[config.mk]
export PLATFORM = sky130hd
export DESIGN_NAME = frame_scheduler
export DESIGN_NICKNAME = d
export VERILOG_FILES = /design/src/rtl/cam_pkg.sv /design/src/rtl/sync_edge.sv /design/src/rtl/frame_scheduler.sv
export SDC_FILE = /design/constraint.sdc
export NUM_CORES = 1
export LEC_CHECK = 0
export CORE_ASPECT_RATIO = 0.6
export CORE_UTILIZATION = 52
export CTS_CLUSTER_SIZE = 10
export DETAILED_ROUTE_END_ITERATION = 10
export GPL_TIMING_DRIVEN = 0
export HOLD_SLACK_MARGIN = 0.08
export PLACE_DENSITY = 0.89
export SYNTH_ARGS = -nofsm -noshare
export SYNTH_HDL_FRONTEND = slang
export SYNTH_SLANG_ARGS = --single-unit
[constraint.sdc]
create_clock -name clk -period 3.21 [get_ports clk]
set_input_delay 0.4815 -clock clk [delete_from_list [all_inputs] [get_ports clk]]
set_output_delay 0.4815 -clock clk [all_outputs]
set_load 0.03 [all_outputs]
[src/rtl/cam_pkg.sv]
// ---------------------------------------------------------------------------
// cam_pkg
// Shared definitions for the camera capture / frame scheduling slice.
//   IMG_W, IMG_H  : default frame geometry in pixels (160 x 120)
//   AW            : default frame-buffer address width (holds 0..19199)
//   sched_state_t : state encoding of the frame_scheduler control FSM
// No ports; imported by frame_scheduler.
// ---------------------------------------------------------------------------
package cam_pkg;

    localparam int IMG_W = 160;
    localparam int IMG_H = 120;
    localparam int AW    = 15;

    typedef enum logic [2:0] {
        IDLE      = 3'd0,
        WAIT_VS   = 3'd1,
        CAPTURE   = 3'd2,
        SCAN      = 3'd3,
        WAIT_PROC = 3'd4,
        DONE      = 3'd5
    } sched_state_t;

endpackage

[src/rtl/sync_edge.sv]
// ---------------------------------------------------------------------------
// sync_edge
// Two-flop synchroniser for an asynchronous level input followed by a
// rising-edge detector that looks only at the synchronised copy, so a
// metastable first stage can never produce a spurious edge.
// Ports:
//   clk      in  system clock, rising edge
//   rst      in  asynchronous active-low reset, clears all three flops
//   async_in in  level signal from another clock domain
//   rise     out one-cycle pulse on each synchronised 0->1 transition
// ---------------------------------------------------------------------------
module sync_edge (
    input  logic clk,
    input  logic rst,
    input  logic async_in,
    output logic rise
);

    logic meta_q;
    logic sync_q;
    logic prev_q;

    // Synchroniser chain plus one history flop for the edge compare.
    always_ff @(posedge clk or negedge rst) begin
        if (!rst) begin
            meta_q <= 1'b0;
            sync_q <= 1'b0;
            prev_q <= 1'b0;
        end else begin
            meta_q <= async_in;
            sync_q <= meta_q;
            prev_q <= sync_q;
        end
    end

    assign rise = sync_q & ~prev_q;

endmodule

[src/rtl/frame_scheduler.sv]
// ---------------------------------------------------------------------------
// frame_scheduler
// Sequences one capture+analysis cycle per start request: wait for a camera
// VSYNC edge, let exactly one frame be written into the buffer, then freeze
// the buffer and stream every address to the processing block, and finally
// wait for that block to report completion.
//
// Optional feature (macro CAPTURE_TIMEOUT_EN): a watchdog counts cycles spent
// in WAIT_VS and CAPTURE together; reaching TIMEOUT_CYC sets the sticky
// timeout flag and abandons the cycle without a done pulse. Without the
// macro there is no watchdog, timeout is tied low and VSYNC is awaited
// indefinitely.
//
// Ports:
//   clk        in  system clock, rising edge
//   rst        in  asynchronous active-low reset
//   start      in  request a cycle (only honoured in IDLE)
//   cam_vsync  in  camera VSYNC, asynchronous to clk
//   cap_en     out camera-to-buffer write permission, high only in CAPTURE
//   scan_addr  out buffer read address, 0 outside SCAN
//   scan_valid out read data for last cycle's scan_addr is valid now
//   scan_last  out marks the scan_valid of the final address
//   proc_done  in  processing block has finished
//   busy       out high in every state except IDLE
//   done       out one-cycle end-of-cycle pulse
//   timeout    out sticky capture-window error flag
// ---------------------------------------------------------------------------
module frame_scheduler #(
    parameter int IMG_W       = cam_pkg::IMG_W,
    parameter int IMG_H       = cam_pkg::IMG_H,
    parameter int AW          = cam_pkg::AW,
    parameter int TIMEOUT_CYC = 4000000
) (
    input  logic          clk,
    input  logic          rst,
    input  logic          start,
    input  logic          cam_vsync,
    output logic          cap_en,
    output logic [AW-1:0] scan_addr,
    output logic          scan_valid,
    output logic          scan_last,
    input  logic          proc_done,
    output logic          busy,
    output logic          done,
    output logic          timeout
);

    import cam_pkg::*;

    localparam int            FRAME_PIX = IMG_W * IMG_H;
    localparam logic [AW-1:0] LAST_ADDR = AW'(FRAME_PIX - 1);

    sched_state_t  state_q;
    sched_state_t  state_d;
    logic          vs_rise;
    logic [AW-1:0] scan_cnt_q;
    logic          proc_flag_q;
    logic          timeout_hit;

    sync_edge u_vs_sync (
        .clk      (clk),
        .rst      (rst),
        .async_in (cam_vsync),
        .rise     (vs_rise)
    );

    // State register; reset drops any cycle in progress back to IDLE.
    always_ff @(posedge clk or negedge rst) begin
        if (!rst) begin
            state_q <= IDLE;
        end else begin
            state_q <= state_d;
        end
    end

    // Next-state and Moore outputs. proc_done is also looked at directly in
    // WAIT_PROC so a completion arriving there reaches DONE next cycle,
    // while an earlier one is remembered by the sticky flag.
    always_comb begin
        state_d = state_q;
        cap_en  = 1'b0;
        busy    = 1'b1;
        done    = 1'b0;
        case (state_q)
            IDLE: begin
                busy = 1'b0;
                if (start) begin
                    state_d = WAIT_VS;
                end
            end
            WAIT_VS: begin
                if (timeout_hit) begin
                    state_d = IDLE;
                end else if (vs_rise) begin
                    state_d = CAPTURE;
                end
            end
            CAPTURE: begin
                cap_en = 1'b1;
                if (timeout_hit) begin
                    state_d = IDLE;
                end else if (vs_rise) begin
                    state_d = SCAN;
                end
            end
            SCAN: begin
                if (scan_cnt_q == LAST_ADDR) begin
                    state_d = WAIT_PROC;
                end
            end
            WAIT_PROC: begin
                if (proc_flag_q || proc_done) begin
                    state_d = DONE;
                end
            end
            DONE: begin
                done    = 1'b1;
                state_d = IDLE;
            end
            default: begin
                state_d = IDLE;
            end
        endcase
    end

    // Scan address counter with registered valid/last one cycle behind the
    // address. The counter parks at 0 whenever it is not stepping, so it
    // never wraps and leaves SCAN already cleared for the next frame.
    always_ff @(posedge clk or negedge rst) begin
        if (!rst) begin
            scan_cnt_q <= '0;
            scan_valid <= 1'b0;
            scan_last  <= 1'b0;
        end else begin
            scan_valid <= (state_q == SCAN);
            scan_last  <= (state_q == SCAN) && (scan_cnt_q == LAST_ADDR);
            if ((state_q == SCAN) && (scan_cnt_q != LAST_ADDR)) begin
                scan_cnt_q <= scan_cnt_q + 1'b1;
            end else begin
                scan_cnt_q <= '0;
            end
        end
    end

    assign scan_addr = scan_cnt_q;

    // Sticky record of proc_done so a completion during the scan is not lost.
    always_ff @(posedge clk or negedge rst) begin
        if (!rst) begin
            proc_flag_q <= 1'b0;
        end else if (state_q == DONE) begin
            proc_flag_q <= 1'b0;
        end else if (proc_done && ((state_q == SCAN) || (state_q == WAIT_PROC))) begin
            proc_flag_q <= 1'b1;
        end
    end

`ifdef CAPTURE_TIMEOUT_EN
    localparam int WDW = $clog2(TIMEOUT_CYC + 1);

    logic [WDW-1:0] wd_cnt_q;
    logic           timeout_q;

    assign timeout_hit = ((state_q == WAIT_VS) || (state_q == CAPTURE)) &&
                         (wd_cnt_q == WDW'(TIMEOUT_CYC - 1));

    // Watchdog over the capture window; the error flag stays set until the
    // next accepted start.
    always_ff @(posedge clk or negedge rst) begin
        if (!rst) begin
            wd_cnt_q  <= '0;
            timeout_q <= 1'b0;
        end else begin
            if ((state_q == WAIT_VS) || (state_q == CAPTURE)) begin
                wd_cnt_q <= wd_cnt_q + 1'b1;
            end else begin
                wd_cnt_q <= '0;
            end
            if ((state_q == IDLE) && start) begin
                timeout_q <= 1'b0;
            end else if (timeout_hit) begin
                timeout_q <= 1'b1;
            end
        end
    end

    assign timeout = timeout_q;
`else
    // Parameter kept referenced so both builds share one interface.
    logic unused_timeout_cfg;
    assign unused_timeout_cfg = (TIMEOUT_CYC != 0);
    assign timeout_hit        = 1'b0;
    assign timeout            = 1'b0;
`endif

endmodule

# After elaboration in Yosys (flattened, before gate mapping)
# Cells that the tools add are included.
word_totals:
  in_bits: 5
  wordCells: 43
  out_inout_bits: 21
  reg_bits: 24
op_classes:
  addsub: 1
  n_mux: 12
  n_eq_ne: 12
  reduce_logical: 8
  n_bitwise: 2
op_table:
  columns: ["op", "n"]
  rows:
  - ["$add A15 B1 Y15 const B", 1]
  - ["$eq A15 B15 Y1 const B", 1]
  - ["$mux W15", 1]
  - ["$mux W3", 5]
  - ["$ne A15 B15 Y1 const B", 1]
  - ["$pmux W3 S5", 1]
  - ["$eq A3 B2 Y1 const B", 2]
  - ["$eq A3 B3 Y1 const B", 2]
  - ["$ne A2 B1 Y1 const B", 3]
  - ["$mux W1", 5]
  - ["$reduce_and A5 Y1", 1]
  - ["$ne A2 B2 Y1 const B", 2]
  - ["$eq A3 B1 Y1 const B", 1]
  - ["$logic_and A1 B1 Y1", 3]
  - ["$logic_not A3 Y1", 1]
  - ["$logic_or A1 B1 Y1", 2]
  - ["$reduce_bool A2 Y1", 1]
  - ["$and A1 B1 Y1", 1]
  - ["$not A1 Y1", 1]

# Logic depth before layout (Yosys ltp)
# Gate-level depths: netlist of the first run.
logic_depth:
  word_depth: 5
  depth_mapped: 6
  mapped_depth_nobuf: 5

# By module
# A second synthesis of the first run with hierarchy kept.
unflattened:
  hier_cells: 113
  hier_area_um2: 1122.3
modules_own_cells:
  columns: ["mod", "seq_area_each_um2", "cells_each", "instances", "area_each_um2"]
  rows:
  - ["frame_scheduler", 525.5, 109, 1, 1033.5]
  - ["sync_edge", 75.1, 4, 1, 88.8]

# Least setup slack after synthesis of the first run
# OpenSTA, ideal clock, no wires.
synth_path:
  path_kind: "register -> output"
  start: "register state_q[1]"
  end: "output port cap_en"
  n_path_buf: 1
  path_stages_with_launch: 3
  arrival_ps: 1355
  setup_slack_ps: 1373
  required_ps: 2728
  cell_sequence: "dfrtp_1 -> clkbuf_1 -> nor3b_1"
synth_via:
  elab_chain_len: 2
synth_rtl:
  columns: ["element", "line_no", "text"]
  rows:
  - ["start: declaration", "frame_scheduler.sv:53", "sched_state_t state_q;"]
  - ["start signal: assignment", "frame_scheduler.sv:72", "state_q <= state_d;"]
  - ["$eq A3 B2 Y1", "frame_scheduler.sv:84", "case (state_q)"]
  - ["$mux W1", "frame_scheduler.sv:84", null]
  - ["end: declaration", "frame_scheduler.sv:38", "output logic cap_en,"]
# Every way passes these cells.

# Worst setup path in the final report of the first run
layout_path:
  start: "register state_q[1]"
  end: "output port done"
layout_via:
  elab_chain_len: 2
layout_rtl:
  columns: ["element", "line_no", "text"]
  rows:
  - ["$eq A3 B3 Y1", "frame_scheduler.sv:84", null]
  - ["$mux W1", "frame_scheduler.sv:84", null]
  - ["end: declaration", "frame_scheduler.sv:44", "output logic done,"]
# Every way passes these cells.

==> results of run 1 <==
## through the flow
step | hold slack, ns | setup slack (ns) | power, W | instance area [µm²] | instances
3_5_place_dp | 0.3457 | 1.170 | 0.0006740 | 1438 | 164
4_1_cts | 0.3649 | 0.8675 | 0.0008808 | 1493 | 168
2_1_floorplan | 0.1859 | 1.373 | 0.0005676 | 1162 | 112
5_1_grt | 0.3728 | 0.7569 | 0.0009198 | 1493 | 168
3_3_place_gp | 0.3323 | 1.186 | 0.0006635 | 1438 | 164
6_report | 0.3632 | 0.8629 | 0.0008749 | 1493 | 168
## cells in the final DEF, fill, tap and decap left out, drive strengths merged, types with 2 or more instances in the layout
cell type / n
nor2: 17
xnor2: 5
clkbuf: 5
clkdlybuf4s50: 24
nand3: 7
nand2: 4
nor4: 2
mux2i: 2
nor2b: 2
a21oi: 6
xor2: 6
or3: 3
nor3: 3
nand4: 6
nor3b: 2
o21ai: 4
dfrtp: 24
inv: 4
and3: 3
buf: 4
## per-layer routing
metal,up-vias,track usage
met5,-,0
met4,0,0.05233
met3,4,0.06471
met2,30,0.3710
met1,439,0.3055
li1,442,-
## area by class of cell
type / count / area, µm²
multi-input cells: 79 / 501.7
clock buffers: 4 / 55.05
inverters: 4 / 15.01
well taps: 28 / 35.03
plain buffers: 5 / 45.04
flip-flops and latches: 24 / 600.6
fillers: 142 / 474.2
repair buffers: 24 / 240.2
## critical path, delay by kind of cell, from the launching register on
kind | cells | cell delay, ns
buffers and inverters | 2 | 0.89
flip-flops | 1 | 0.36
AND/OR/NAND/NOR | 2 | 0.35
## state kept, by name (all words and copies together), names as in the netlist
signal and flops:
proc_flag_q 1, u_vs_sync.meta_q 1, state_q 3, scan_valid 1, scan_addr 15, u_vs_sync.prev_q 1
u_vs_sync.sync_q 1, scan_last 1
## how the worst max path moves through the flow
stage / slack (ns) / endpoint / start
global placement: 1.19 / done / state_q[1]$_DFFE_PN0P_
CTS: 0.87 / cap_en / state_q[1]$_DFFE_PN0P_
global route: 0.76 / done / state_q[1]$_DFFE_PN0P_
finish: 0.86 / done / state_q[1]$_DFFE_PN0P_
floorplan: 1.37 / cap_en / state_q[1]$_DFFE_PN0P_
detailed placement: 1.17 / cap_en / state_q[1]$_DFFE_PN0P_
## report_power, final
group | total (W) | internal, W | switching, W
Combinational | 0.000301 | 0.000119 | 0.000182
Clock | 0.000202 | 0.000109 | 0.0000922
Sequential | 0.000372 | 0.000334 | 0.0000388
Total | 0.000875 | 0.000562 | 0.000313
## cell families (layout without fill, tap and decap cells)
family	Yosys count	after routing
AND/OR/NAND/NOR	51	51
multiplexers	2	2
XOR/XNOR	11	11
AO/OA/AOI/OAI	13	13
adder cells (fa/ha/maj)	1	1
flip-flops	24	24
buffers and inverters	9	37
other	1	1
==> results.md, run 1 <==
* Result of the run: finished clean
* Placer congestion estimate at 0.7948
* Fraction of final layout cells sized beyond drive strength 1 at 0.09286
* Worst IR drop on VDD at 408.5 µV
* Synth top area cells: sky130_fd_sc_hd__dfrtp_1 (52%), sky130_fd_sc_hd__nor2_1 (5.5%), sky130_fd_sc_hd__xor2_1 (4.5%)
* Share of synthesized area spent on multiplexers at 0.01722
* Flip-flop cell with the highest count after synthesis: sky130_fd_sc_hd__dfrtp_1
* Row cnt at 12
* GRT Overall Usage at 0.2274
* Met3 routed WL at 148 µm
* Clock sink count at 24
* Final setup skew at 0.003423 ns
* Sum of negative setup slack at 0 ns
* Number of cell instances on the worst register-to-register path at 5
* Most area-hungry cell type in the Yosys netlist: sky130_fd_sc_hd__dfrtp_1
* Count of cells along the worst hold path at 0
* Transition time at the pin with the least slew margin at 1.068 ns
* Data required time at the worst endpoint at 2.73 ns
* Clock tree from TritonCTS: done
* Critical path class: reg -> out
* Final Hold Viols at 0
* Buffer type at the clock tree root: sky130_fd_sc_hd__clkbuf_8
* Final cycle utilization of the critical path at 0.7312
* Via density per instance at 5.446
* CORE AREA at 0.001967 mm²
* Number of library cell types mapped by synthesis at 32
* Leakage at 0.6237 nW
* Minimum clock period after layout at 2.347 ns
* Most used standard cells in the synthesized netlist: sky130_fd_sc_hd__dfrtp_1 (24), sky130_fd_sc_hd__nor2_1 (17), sky130_fd_sc_hd__nand3_1 (6), sky130_fd_sc_hd__xor2_1 (6)
* Total nets after synthesis at 118
* Vias after detailed routing at 915
* RSZ-0062 raised after global routing: false
* Nets at 147
* Endpoint class of the critical path: output port
* Post-detailed-route count of antenna-violating nets at 0
* Placed wire-length estimate at 1720 µm
* Share of flip-flops with an asynchronous set or reset at 1.000
* Maximum number of pins on one net before global-route repair at 25
* Total I/O pin count at 26
* Antenna Cells at 0
* Total number of yosys warnings at 0
* Area growth syn-to-layout at 28.42%
* Crit path DAT at 1.87 ns
* Starting density of the core at 0.5910
* Areal power density over the cells at 586.1 mW/mm²
* Quantity of hold-fixing buffers added after cts at 0
* Wire length on met2 at 1105 µm
* EDFF count, synth at 0
* Adder-cell area share of the yosys netlist at 0.01076
* CTS clock-pin slew for the worst setup and hold paths at 0.08 ns
* Worst min-delay path endpoint: u_vs_sync.sync_q$_DFF_PN0_
* Number of input and output port buffers inserted at 24
* Register-to-register setup slack at 1.56 ns
* Xor/xnor cell area share of the yosys netlist at 0.08288
* Post-synth design cell area at 0.001162 mm²
* Width of the die at 63.04 µm
* Number of antenna violations at the first check in global routing at 0
* Type of the tightest min-delay check: reg -> reg
* Max-slew headroom at the worst pin at 0.2855
* Chip Height at 38.62 µm
* First-pass GRT wire length at 3995 µm
* Clock latency at the later pin of the worst-skew pair at 0.26 ns
* CP cell instances: clkbuf_1, nand2b_1, nor2_1, clkdlybuf4s50_1
* Slowest stage delay, CP at 0.68 ns
* Number of pins with negative max-slew slack in the final report at 0
* Highest metal layer used by the detailed router: met4
* Fraction of the yosys area taken by sequential cells at 0.5167
* End of the worst register-to-register path: state_q[0]$_DFFE_PN0P_
* Residual overflow from global routing at 0
* Post-cts gate resize count at 0
* Post-route met1 wirelength at 1207 µm
* Wire length per cell after detailed routing at 14.75 µm
* Hold path start: u_vs_sync.meta_q$_DFF_PN0_
* TritonCTS buffer count at 3
* Clock Path Buffers at 2
* Highest clock rate at 0.4261 GHz
* Simple-gate share of the synthesized area at 0.2411
* Post-synthesis compound-gate area fraction at 0.07643
* Floorplan die area at 0.002434 mm²
* Largest family of logic cells by synthesized area: simple AND/OR/NAND/NOR gates
* Synthesized instance count at 112
* Final setup violation count at 0
* Number of DRC markers after the initial detailed-route iteration at 23
* Via count of the first global-routing pass at 847
* Slowest CP cell: sky130_fd_sc_hd__clkdlybuf4s50_1
* Post-synthesis register bit count at 24
* MaxCap Viol Count at 0
* Router iterations before antenna repair at 4
* Worst-path maximum fanout at 10
* Critical Path Start Type: register
* Most instantiated library cell after synthesis: sky130_fd_sc_hd__dfrtp_1
* Post-CTS setup repair buffer count at 0
* Drt total wl at 2478 µm
* Total DRC errors in the routed layout at 0
* Synthesized area per cell at 10.38 µm²
* Area share of the leading cell type in the synthesized netlist at 0.5167
* CTS H-tree lvls at 1
* Final core occ at 0.7589
* Worst reg2reg startpoint: scan_addr[0]$_DFF_PN0_
Note: power is estimated with default switching activity, not from simulation.
==> inputs of run 2 (changes only) <==
--- a/config.mk
+++ b/config.mk
@@ -6,12 +6,12 @@
 export NUM_CORES = 1
 export LEC_CHECK = 0
 export CORE_ASPECT_RATIO = 0.6
-export CORE_UTILIZATION = 52
+export CORE_UTILIZATION = 49
 export CTS_CLUSTER_SIZE = 10
 export DETAILED_ROUTE_END_ITERATION = 10
 export GPL_TIMING_DRIVEN = 0
 export HOLD_SLACK_MARGIN = 0.08
-export PLACE_DENSITY = 0.89
+export PLACE_DENSITY = 0.85
 export SYNTH_ARGS = -nofsm -noshare
 export SYNTH_HDL_FRONTEND = slang
 export SYNTH_SLANG_ARGS = --single-unit
==> constraint.sdc (replaced) <==
create_clock -name clk -period 2.4 [get_ports clk]
set_input_delay 0.36 -clock clk [delete_from_list [all_inputs] [get_ports clk]]
set_output_delay 0.36 -clock clk [all_outputs]
set_load 0.03 [all_outputs]
==> run 2 against run 1 <==
Effect of this change:
- combinational power up 32%
- largest power group unchanged
- total power is 28% higher
- sequential power increased by 33%
- clock power is 13% higher
- worst setup slack worse by 0.67 ns
- design area decreased by 0.75%
- global-route usage shrank 2.4 points
- sequential cell count did not move
==> results.md, run 2 (synthesis results as in run 1) <==
* Result of the run: finished clean
* Final core occ at 0.6746
* Number of pins with negative max-slew slack in the final report at 0
* Net Sw Power at 0.0004031 W
* Highest clock rate at 0.4530 GHz
* Width of the die at 64.88 µm
* Critical path class: reg -> out
* MaxCap Viol Count at 0
* TritonCTS buffer count at 3
* Area growth syn-to-layout at 27.45%
* CTS H-tree lvls at 1
* Floorplan die area at 0.002577 mm²
* Number of antenna violations at the first check in global routing at 0
* Total I/O pin count at 26
* Endpoint class of the critical path: output port
* Fraction of final layout cells sized beyond drive strength 1 at 0.08633
* GRT Overall Usage at 0.2036
* Maximum number of pins on one net before global-route repair at 25
* Via density per instance at 5.349
* Vias after detailed routing at 904
* Areal power density over the cells at 756.4 mW/mm²
* Data required time at the worst endpoint at 2.04 ns
* Final setup violation count at 0
* Buffer type at the clock tree root: sky130_fd_sc_hd__clkbuf_8
* Minimum clock period after layout at 2.207 ns
* Leakage at 0.6165 nW
* Post-CTS setup repair buffer count at 0
* Clock Path Buffers at 2
* Antenna Cells at 0
* Post-cts gate resize count at 0
* CTS clock-pin slew for the worst setup and hold paths at 0.08 ns
* Number of DRC markers after the initial detailed-route iteration at 29
* Post-detailed-route count of antenna-violating nets at 0
* Final cycle utilization of the critical path at 0.9197
* Starting density of the core at 0.5293
* Final setup skew at 0.004093 ns
* Sequential share of power at 0.442
* Cell internal pwr at 0.0007173 W
* Number of placed instances, taps included at 166
* First-pass GRT wire length at 3622 µm
* Net switching share of the total power at 0.3598
* Highest-count cells in the layout ignoring fill and taps: sky130_fd_sc_hd__clkdlybuf4s50_1 (24), sky130_fd_sc_hd__dfrtp_1 (24), sky130_fd_sc_hd__nor2_1 (17), sky130_fd_sc_hd__nand3_1 (6), sky130_fd_sc_hd__xor2_1 (6)
* Crit path DAT at 1.85 ns
* Max reg flops at 15
* Quantity of hold-fixing buffers added after cts at 0
* Number of input and output port buffers inserted at 24
* Transition time at the pin with the least slew margin at 1.052 ns
* Wire length per cell after detailed routing at 13.47 µm
* Worst IR drop on VDD at 417.0 µV
* Total DRC errors in the routed layout at 0
* Type of the tightest min-delay check: reg -> reg
* Clock latency at the later pin of the worst-skew pair at 0.26 ns
* Placed wire-length estimate at 1666 µm
* Logic gate share of total power at 0.354
* Residual overflow from global routing at 0
* Via count of the first global-routing pass at 771
* Sum of negative setup slack at 0 ns
* Row cnt at 13
* Nets at 147
* Worst-path maximum fanout at 10
* Placer congestion estimate at 0.8592
* Max-slew headroom at the worst pin at 0.2963
* Chip Height at 39.73 µm
* RSZ-0062 raised after global routing: false
* Final Hold Viols at 0
* Drt total wl at 2276 µm
* CORE AREA at 0.002196 mm²
* Portion of total power attributed to the clock network at 0.204
* Clock tree from TritonCTS: done
* Critical Path Start Type: register
* Number of non-filler instances in the completed layout at 169
* Clock sink count at 24
* Router iterations before antenna repair at 4
==> run 2: final timing paths <==
kind                                            start                         end  slack (ns)  depth (start not counted)
min                        u_vs_sync.meta_q$_DFF_PN0_  u_vs_sync.sync_q$_DFF_PN0_        0.35                          0
max in group asynchronous                         rst  u_vs_sync.prev_q$_DFF_PN0_        1.10                          1
max                            state_q[1]$_DFFE_PN0P_                        done        0.19                          4
max reg2reg                    scan_addr[2]$_DFF_PN0_      scan_addr[7]$_DFF_PN0_        0.77                          6
min reg2reg                u_vs_sync.meta_q$_DFF_PN0_  u_vs_sync.sync_q$_DFF_PN0_        0.35                          0
min in group asynchronous                         rst     scan_addr[14]$_DFF_PN0_        0.67                          1
==> run 2: metal layers <==
| layer | track usage | up-vias | part of all wire |
|---|---|---|---|
| met3 | 0.05523 | 4 | 0.047 |
| met2 | 0.3151 | 23 | 0.46 |
| met1 | 0.2589 | 434 | 0.48 |
| li1 | - | 443 | - |
| met4 | 0.1222 | 0 | 0.016 |
| met5 | 0 | - | 0 |
==> run 2: power groups by stage <==
| stage | registers, W | clock network [W] | logic [W] |
|---|---|---|---|
| 2_1_floorplan | 0.000536 | 0 | 0.000223 |
| 3_3_place_gp | 0.000501 | 0 | 0.000388 |
| 3_5_place_dp | 0.000503 | 0 | 0.000398 |
| 4_1_cts | 0.000496 | 0.000237 | 0.000400 |
| 5_1_grt | 0.000505 | 0.000252 | 0.000433 |
| 6_report | 0.000496 | 0.000228 | 0.000397 |
==> run 2: layout make-up <==
cell class,instances,area (µm²)
Clock buffer,3,41.29
Fill cell,161,714.4
Multi-Input combinational cell,79,501.7
Sequential cell,24,600.6
Buffer,5,45.04
Tap cell,30,37.54
Timing Repair Buffer,24,240.2
Inverter,4,15.01
==> run 2: critical path: stages (launching register included) <==
cell and delay [ns]:
sky130_fd_sc_hd__dfrtp_1 0.37, sky130_fd_sc_hd__clkbuf_1 0.21, sky130_fd_sc_hd__nand2b_1 0.24, sky130_fd_sc_hd__nor2_1 0.10
sky130_fd_sc_hd__clkdlybuf4s50_1 0.67
==> run 2: through the flow <==
| step | setup WS (ns) | hold WS (ns) | cell area, µm² | power [W] |
|---|---|---|---|---|
| 3_5_place_dp | 0.4809 | 0.3379 | 1440 | 0.0009015 |
| 4_1_cts | 0.1829 | 0.3557 | 1481 | 0.001132 |
| 3_3_place_gp | 0.4983 | 0.3335 | 1440 | 0.0008884 |
| 5_1_grt | 0.08895 | 0.3745 | 1481 | 0.001190 |
| 6_report | 0.1926 | 0.3520 | 1481 | 0.001120 |
| 2_1_floorplan | 0.6847 | 0.06441 | 1162 | 0.0007592 |
==> inputs of run 3 (changes only) <==
--- a/config.mk
+++ b/config.mk
@@ -5,13 +5,15 @@
 export SDC_FILE = /design/constraint.sdc
 export NUM_CORES = 1
 export LEC_CHECK = 0
+export ABC_AREA = 1
 export CORE_ASPECT_RATIO = 0.6
-export CORE_UTILIZATION = 49
+export CORE_MARGIN = 4
+export CORE_UTILIZATION = 50
 export CTS_CLUSTER_SIZE = 10
 export DETAILED_ROUTE_END_ITERATION = 10
 export GPL_TIMING_DRIVEN = 0
 export HOLD_SLACK_MARGIN = 0.08
-export PLACE_DENSITY = 0.85
+export PLACE_DENSITY_LB_ADDON = 0.05
 export SYNTH_ARGS = -nofsm -noshare
 export SYNTH_HDL_FRONTEND = slang
 export SYNTH_SLANG_ARGS = --single-unit
==> run 3 against run 2 <==
Effect of this change:
- synthesized cell count increased by 39%
- first-iteration DRC count increased to 2.9 times the previous value
- critical path depth decreased by 1
- largest power group is now combinational cells
==> results.md, run 3 <==
* Worst min-delay path endpoint: u_vs_sync.sync_q$_DFF_PN0_
* TritonCTS buffer count at 3
* Endpoint class of the critical path: output port
* Flip-flop cell with the highest count after synthesis: sky130_fd_sc_hd__dfrtp_1
* Most used standard cells in the synthesized netlist: sky130_fd_sc_hd__nor2_1 (31), sky130_fd_sc_hd__nand2_1 (27), sky130_fd_sc_hd__dfrtp_1 (24)
* Drt total wl at 2713 µm
* Net switching share of the total power at 0.3960
* Clock sink count at 24
* Most instantiated library cell after synthesis: sky130_fd_sc_hd__nor2_1
* Number of library cell types mapped by synthesis at 24
* Crit path DAT at 1.66 ns
* Vias after detailed routing at 1082
* Data required time at the worst endpoint at 2.04 ns
* Placer congestion estimate at 0.9209
* First-pass GRT wire length at 4657 µm
* Number of non-filler instances in the completed layout at 214
* Most area-hungry cell type in the Yosys netlist: sky130_fd_sc_hd__dfrtp_1
* Result of the run: finished clean
* Fraction of the yosys area taken by sequential cells at 0.4863
* Logic gate share of total power at 0.403
* RSZ-0062 raised after global routing: false
* Share of flip-flops with an asynchronous set or reset at 1.000
* Clock tree from TritonCTS: done
* Clock Path Buffers at 2
* Portion of total power attributed to the clock network at 0.199
* Areal power density over the cells at 847.4 mW/mm²
* Hold path start: u_vs_sync.meta_q$_DFF_PN0_
* Number of antenna violations at the first check in global routing at 0
* Row cnt at 13
* Final-layout worst hold slack at 0.3653 ns
* Buffer type at the clock tree root: sky130_fd_sc_hd__clkbuf_8
* Max-slew headroom at the worst pin at 0.2977
* MaxCap Viol Count at 0
* Final setup violation count at 0
* Number of DRC markers after the initial detailed-route iteration at 85
* Nets at 191
* Final setup skew at 0.006105 ns
* Highest-count cells in the layout ignoring fill and taps: sky130_fd_sc_hd__nor2_1 (31), sky130_fd_sc_hd__nand2_1 (27), sky130_fd_sc_hd__dfrtp_1 (24), sky130_fd_sc_hd__clkdlybuf4s50_1 (23), sky130_fd_sc_hd__inv_1 (20)
* Synthesized instance count at 156
* Total number of yosys warnings at 0
* Number of cell instances on the worst register-to-register path at 7
* Number of input and output port buffers inserted at 24
* Highest clock rate at 0.4958 GHz
* Synthesized area per cell at 7.916 µm²
* Post-synthesis register bit count at 24
* Net Sw Power at 0.0005269 W
* Fraction of final layout cells sized beyond drive strength 1 at 0.08696
* Placed wire-length estimate at 2164 µm
* Minimum clock period after layout at 2.017 ns
* Number of pins with negative max-slew slack in the final report at 0
* Width of the die at 72.16 µm
* Floorplan die area at 0.003355 mm²
* Final core occ at 0.6945
* Clock latency at the later pin of the worst-skew pair at 0.26 ns
* Critical Path Start Type: register
* Total DRC errors in the routed layout at 0
* Final cycle utilization of the critical path at 0.8403
* CTS H-tree lvls at 1
* Via density per instance at 5.056
* Transition time at the pin with the least slew margin at 1.050 ns
* CORE AREA at 0.002261 mm²
* Via count of the first global-routing pass at 1028
* Total nets after synthesis at 162
* Leading cell type in the layout, fill and taps excluded: sky130_fd_sc_hd__nor2_1
* Area growth syn-to-layout at 27.15%
* Chip Height at 46.50 µm
* Number of placed instances, taps included at 210
* Count of cells along the worst hold path at 0
* Register-to-register setup slack at 0.83 ns
* Most utilized layer in the global route result: met2
* Type of the tightest min-delay check: reg -> reg
* EDFF count, synth at 0
* Area share of the leading cell type in the synthesized netlist at 0.4863
* GRT Overall Usage at 0.1886
* Worst IR drop on VDD at 566.4 µV
* Met2 Usage GRT at 0.2785
* Worst-path maximum fanout at 6
* Post-CTS setup repair buffer count at 0
* Starting density of the core at 0.5462
* Maximum number of pins on one net before global-route repair at 25
* Final Hold Viols at 0
* Post-detailed-route count of antenna-violating nets at 0
* Global routing met1 resource utilization at 0.2655
* Cell internal pwr at 0.0008037 W
* Total I/O pin count at 26
* Critical path class: reg -> out
* Leakage at 0.6865 nW
* Met3 global-route usage at 0.06972
* Sequential share of power at 0.397
* Residual overflow from global routing at 0
* CTS clock-pin slew for the worst setup and hold paths at 0.07 ns
* Router iterations before antenna repair at 4
* Sum of negative setup slack at 0 ns
* Worst reg2reg startpoint: scan_addr[0]$_DFF_PN0_
* Max reg flops at 15
* End of the worst register-to-register path: scan_addr[7]$_DFF_PN0_
* Post-synth design cell area at 0.001235 mm²
* Synth top area cells: sky130_fd_sc_hd__dfrtp_1 (49%), sky130_fd_sc_hd__nor2_1 (9.4%), sky130_fd_sc_hd__nand2_1 (8.2%)
* Wire length per cell after detailed routing at 12.68 µm
* Antenna Cells at 0
[run 3: cell count changes in the layout (fill, tap and decap cells not counted), sizes merged, moves of 3 or more]
cell	change
nand2	+26
nor3	+8
nand4	-3
nor2	+18
or3	-3
xnor2	-5
and3	-3
inv	+16
nand3	+8
a21oi	-3
[run 3: cells by family after synthesis]
group / count (synthesis) / share of synthesized area
and+or+nand+nor: 97 / 0.3647
buffers and inverters: 22 / 0.07599
xor gates and xnor gates: 4 / 0.02837
AOI/OAI and AO/OA: 7 / 0.03140
adders and majority gates: 1 / 0.01013
DFF: 24 / 0.4863
other: 1 / 0.003037
[run 3: metrics by stage]
step	worst slack (ns)	cell area, µm²	power (W)
final	0.3832	1570	0.001331
after global routing	0.2908	1570	0.001425
after CTS	0.09960	1568	0.001339
after detailed placement	0.4040	1513	0.001074
after global placement	0.4352	1513	0.001052
after floorplan	0.7643	1235	0.0008905
[run 3: timing repair]
item | 4_1_cts | 5_1_grt
hold buffers | 0 | 0
setup endpoints to repair | 0 | 1
gates resized for setup | 0 | 1
[run 3: routing by layer]
metal | vias up | part of all wire
met3 | 4 | 0.091
met2 | 42 | 0.41
li1 | 551 | -
met1 | 485 | 0.50
met4 | 0 | 0.0077
met5 | - | 0
[run 3: power by group through the flow]
stage | clock, W | sequential (W) | combinational, W
CTS | 0.000273 | 0.000527 | 0.000539
global route | 0.000295 | 0.000535 | 0.000595
detailed placement | 0 | 0.000535 | 0.000539
finish | 0.000265 | 0.000528 | 0.000537
floorplan | 0 | 0.000565 | 0.000325
global placement | 0 | 0.000531 | 0.000521
[run 3: final cells by class]
class,instances,area [µm²]
fill,181,690.7
sequential,24,600.6
clock buffer,4,55.05
timing repair buffer,24,242.7
buffer,2,18.77
tap,30,37.54
multi-input combinational,110,540.5
inverter,20,75.07
[run 3: worst max path at each step]
stage	end	startpoint	slack, ns	cells past startpoint
final	busy	state_q[2]$_DFFE_PN0P_	0.38	3
after global routing	cap_en	state_q[1]$_DFFE_PN0P_	0.29	3
after CTS	done	state_q[2]$_DFFE_PN0P_	0.1	3
after detailed placement	done	state_q[2]$_DFFE_PN0P_	0.40	3
after global placement	done	state_q[2]$_DFFE_PN0P_	0.44	3
after floorplan	done	state_q[2]$_DFFE_PN0P_	0.76	2
[run 3: worst max-delay path: stages, from the launching register on]
cell and delay (ns):
sky130_fd_sc_hd__dfrtp_1 0.50, sky130_fd_sc_hd__inv_1 0.15, sky130_fd_sc_hd__nand2_1 0.09, sky130_fd_sc_hd__clkdlybuf4s50_1 0.66
==> RTL change, RTL diff (flow settings as in run 3) <==
Register the output `cap_en`, without a reset; this adds one clock of latency there. The other outputs are not delayed to match.
--- a/src/rtl/frame_scheduler.sv
+++ b/src/rtl/frame_scheduler.sv
@@ -51,4 +51,6 @@
     localparam logic [AW-1:0] LAST_ADDR = AW'(FRAME_PIX - 1);
 
+    logic cap_en_d;
+
     sched_state_t  state_q;
     sched_state_t  state_d;
@@ -79,5 +81,5 @@
     always_comb begin
         state_d = state_q;
-        cap_en  = 1'b0;
+        cap_en_d = 1'b0;
         busy    = 1'b1;
         done    = 1'b0;
@@ -97,5 +99,5 @@
             end
             CAPTURE: begin
-                cap_en = 1'b1;
+                cap_en_d = 1'b1;
                 if (timeout_hit) begin
                     state_d = IDLE;
@@ -194,4 +196,8 @@
 `endif
 
+    always_ff @(posedge clk) begin
+        cap_en <= cap_en_d;
+    end
+
 endmodule
 
Behaviour: not the same (Yosys sat finds a counterexample within 4 cycles, from zero or initial values and one cycle with rst low).
==> RTL change against run 3 <==
- setup slack worse by 260 ps
- critical path depth stayed put
- sequential cell count is 1 higher
- sequential power is 6.4% higher
- core utilization is 0.17 points lower
- non-clock buffer count stayed put
- wire length is 6.7% higher
- design area is 0.48% higher
- total power is 1.5% higher
- area after synthesis is 1.6% higher
- first-iteration DRC count is 9.4% higher
- combinational power is 1% higher
- count of clock-buffer cells in the layout stayed put
==> RTL change: results (changes against run 3) <==
Setup path
  – Arr. time, crit path: 1920 ps (+260 ps)
  – Max incr delay on CP: 730 ps (+70 ps)
  – R2R depth: 7 (unchanged)
  – CP max-delay cell: clkdlybuf4s50_1

Logic synthesis
  – Syn_nets: 163 (+0.62%)
  – Post-synthesis cell count: 157 (+0.64%)
  – Register area share after synthesis: 0.4945 (+0.008194)
  – Async SR Flop Fraction: 0.9600 (-0.04000)
  – Netlist cell types: 25 (+4.2%)
  – Synth top area cells: dfrtp_1 48%, nor2_1 9.3%, nand2_1 8.1%, inv_1 6.0%, nand3_1 6.0%

Global routing
  – GRT Total Usage: 0.1842 (-0.004394)
  – Initial antenna violation count: 0 (unchanged)
  – Vias in the first global route: 1005 (-2.2%)
  – First-pass GRT wire length: 4.547 mm (-2.4%)

Power and ir drop
  – Max IR drop VDD: 519.6 uV (-8.3%)
  – P_leak: 0.6705 nW (-2.3%)

Routing
  – 1st-iter DRT viols: 93 (+9.4%)
  – Total wire length: 2.896 mm (+6.7%)
  – Via count: 1121 (+3.6%)

Cells and area
  – Nets: 192 (+0.52%)
  – Share of cells above drive strength 1: 0.08108 (-0.005875)
  – FILL cells: 195 (+7.7%)
  – Finished Layout Cells: 215 (+0.47%)

Clock tree
  – CTS Buf Count: 3 (unchanged)
  – Insertion delay to the later sink of the worst-skew pair: 270 ps
  – CTS max path bufs: 2 (unchanged)
  – Total setup buffers inserted after CTS: 0 (unchanged)

STA
  – Fmax: 439.1 MHz (-11%)
  – Max transition margin: 0.3102 (+0.01253)
  – Final Skew: 8.553 ps (+2.448 ps)

Placed design
  – Dpl cells: 211 (+0.48%)
  – Placed Area: 0.001533 sq mm (+1.3%)
  – DP HPWL: 2.231 mm (+3.1%)
  – Placement Setup Slack: 473.7 ps (+69.74 ps)
  – GP Congestion: 0.8804 (-4.4%)

Status
  – Status: completed

Hold path
  – Hold path depth: 0 (unchanged)
## RTL change: cell types whose count changed in the layout (fill, tap and decap cells not counted), sizes merged
cell / before / now
clkdlybuf4s50: 23 / 24
dlymetal6s2s: 1 / 0
dfxtp: 0 / 1
## RTL change: final cells by class
cell class	count	area, sq um	area share
Tap cell	30	37.54	0.02379
Multi-Input combinational cell	110	540.5	0.3426
Timing Repair Buffer	24	240.2	0.1523
Inverter	20	75.07	0.04758
Clock buffer	4	45.04	0.02855
Buffer	2	18.77	0.01190
Sequential cell	25	620.6	0.3933
## RTL change: logic make-up (layout without fill, tap and decap cells)
kind of cell / count (synthesis) / count (layout) / synth area share
xor gates and xnor gates: 4 / 4 / 0.02791
and+or+nand+nor: 97 / 97 / 0.3589
buffers and inverters: 22 / 50 / 0.07478
DFF: 25 / 25 / 0.4945
other: 1 / 1 / 0.002988
AOI/OAI and AO/OA: 7 / 7 / 0.03090
adders and majority gates: 1 / 1 / 0.009968
## RTL change: final timing paths
kind                       slack, ps               end        startpoint
setup / recovery                 120              done        state_q[2]
hold / removal                   370  u_vs_sync.sync_q  u_vs_sync.meta_q
setup reg to reg                 880     scan_addr[14]      scan_addr[0]
hold reg to reg                  370  u_vs_sync.sync_q  u_vs_sync.meta_q
max in group asynchronous       1130     scan_addr[13]               rst
min in group asynchronous        650      scan_addr[2]               rst
## RTL change: report_power, final
| part | internal (mW) | total (mW) | switching, mW |
|---|---|---|---|
| Clock | 0.119 | 0.246 | 0.127 |
| Sequential | 0.488 | 0.562 | 0.0736 |
| Combinational | 0.195 | 0.543 | 0.349 |
## RTL change: per-layer routing
metal / GRT usage / part of all wire / up-vias
met5: 0 / 0 / -
met4: 0.07353 / 0.018 / 0
met3: 0.06624 / 0.078 / 7
met2: 0.2742 / 0.43 / 38
met1: 0.2493 / 0.47 / 522
li1: - / - / 554
## RTL change: worst register-to-register path, stage by stage (launching register included)
cell and delay (ps):
dfrtp_1 410, ha_1 210, nand3_1 150, nor2_2 180
nand2_2 120, nand2_4 130, buf_6 170, nor2_1 60
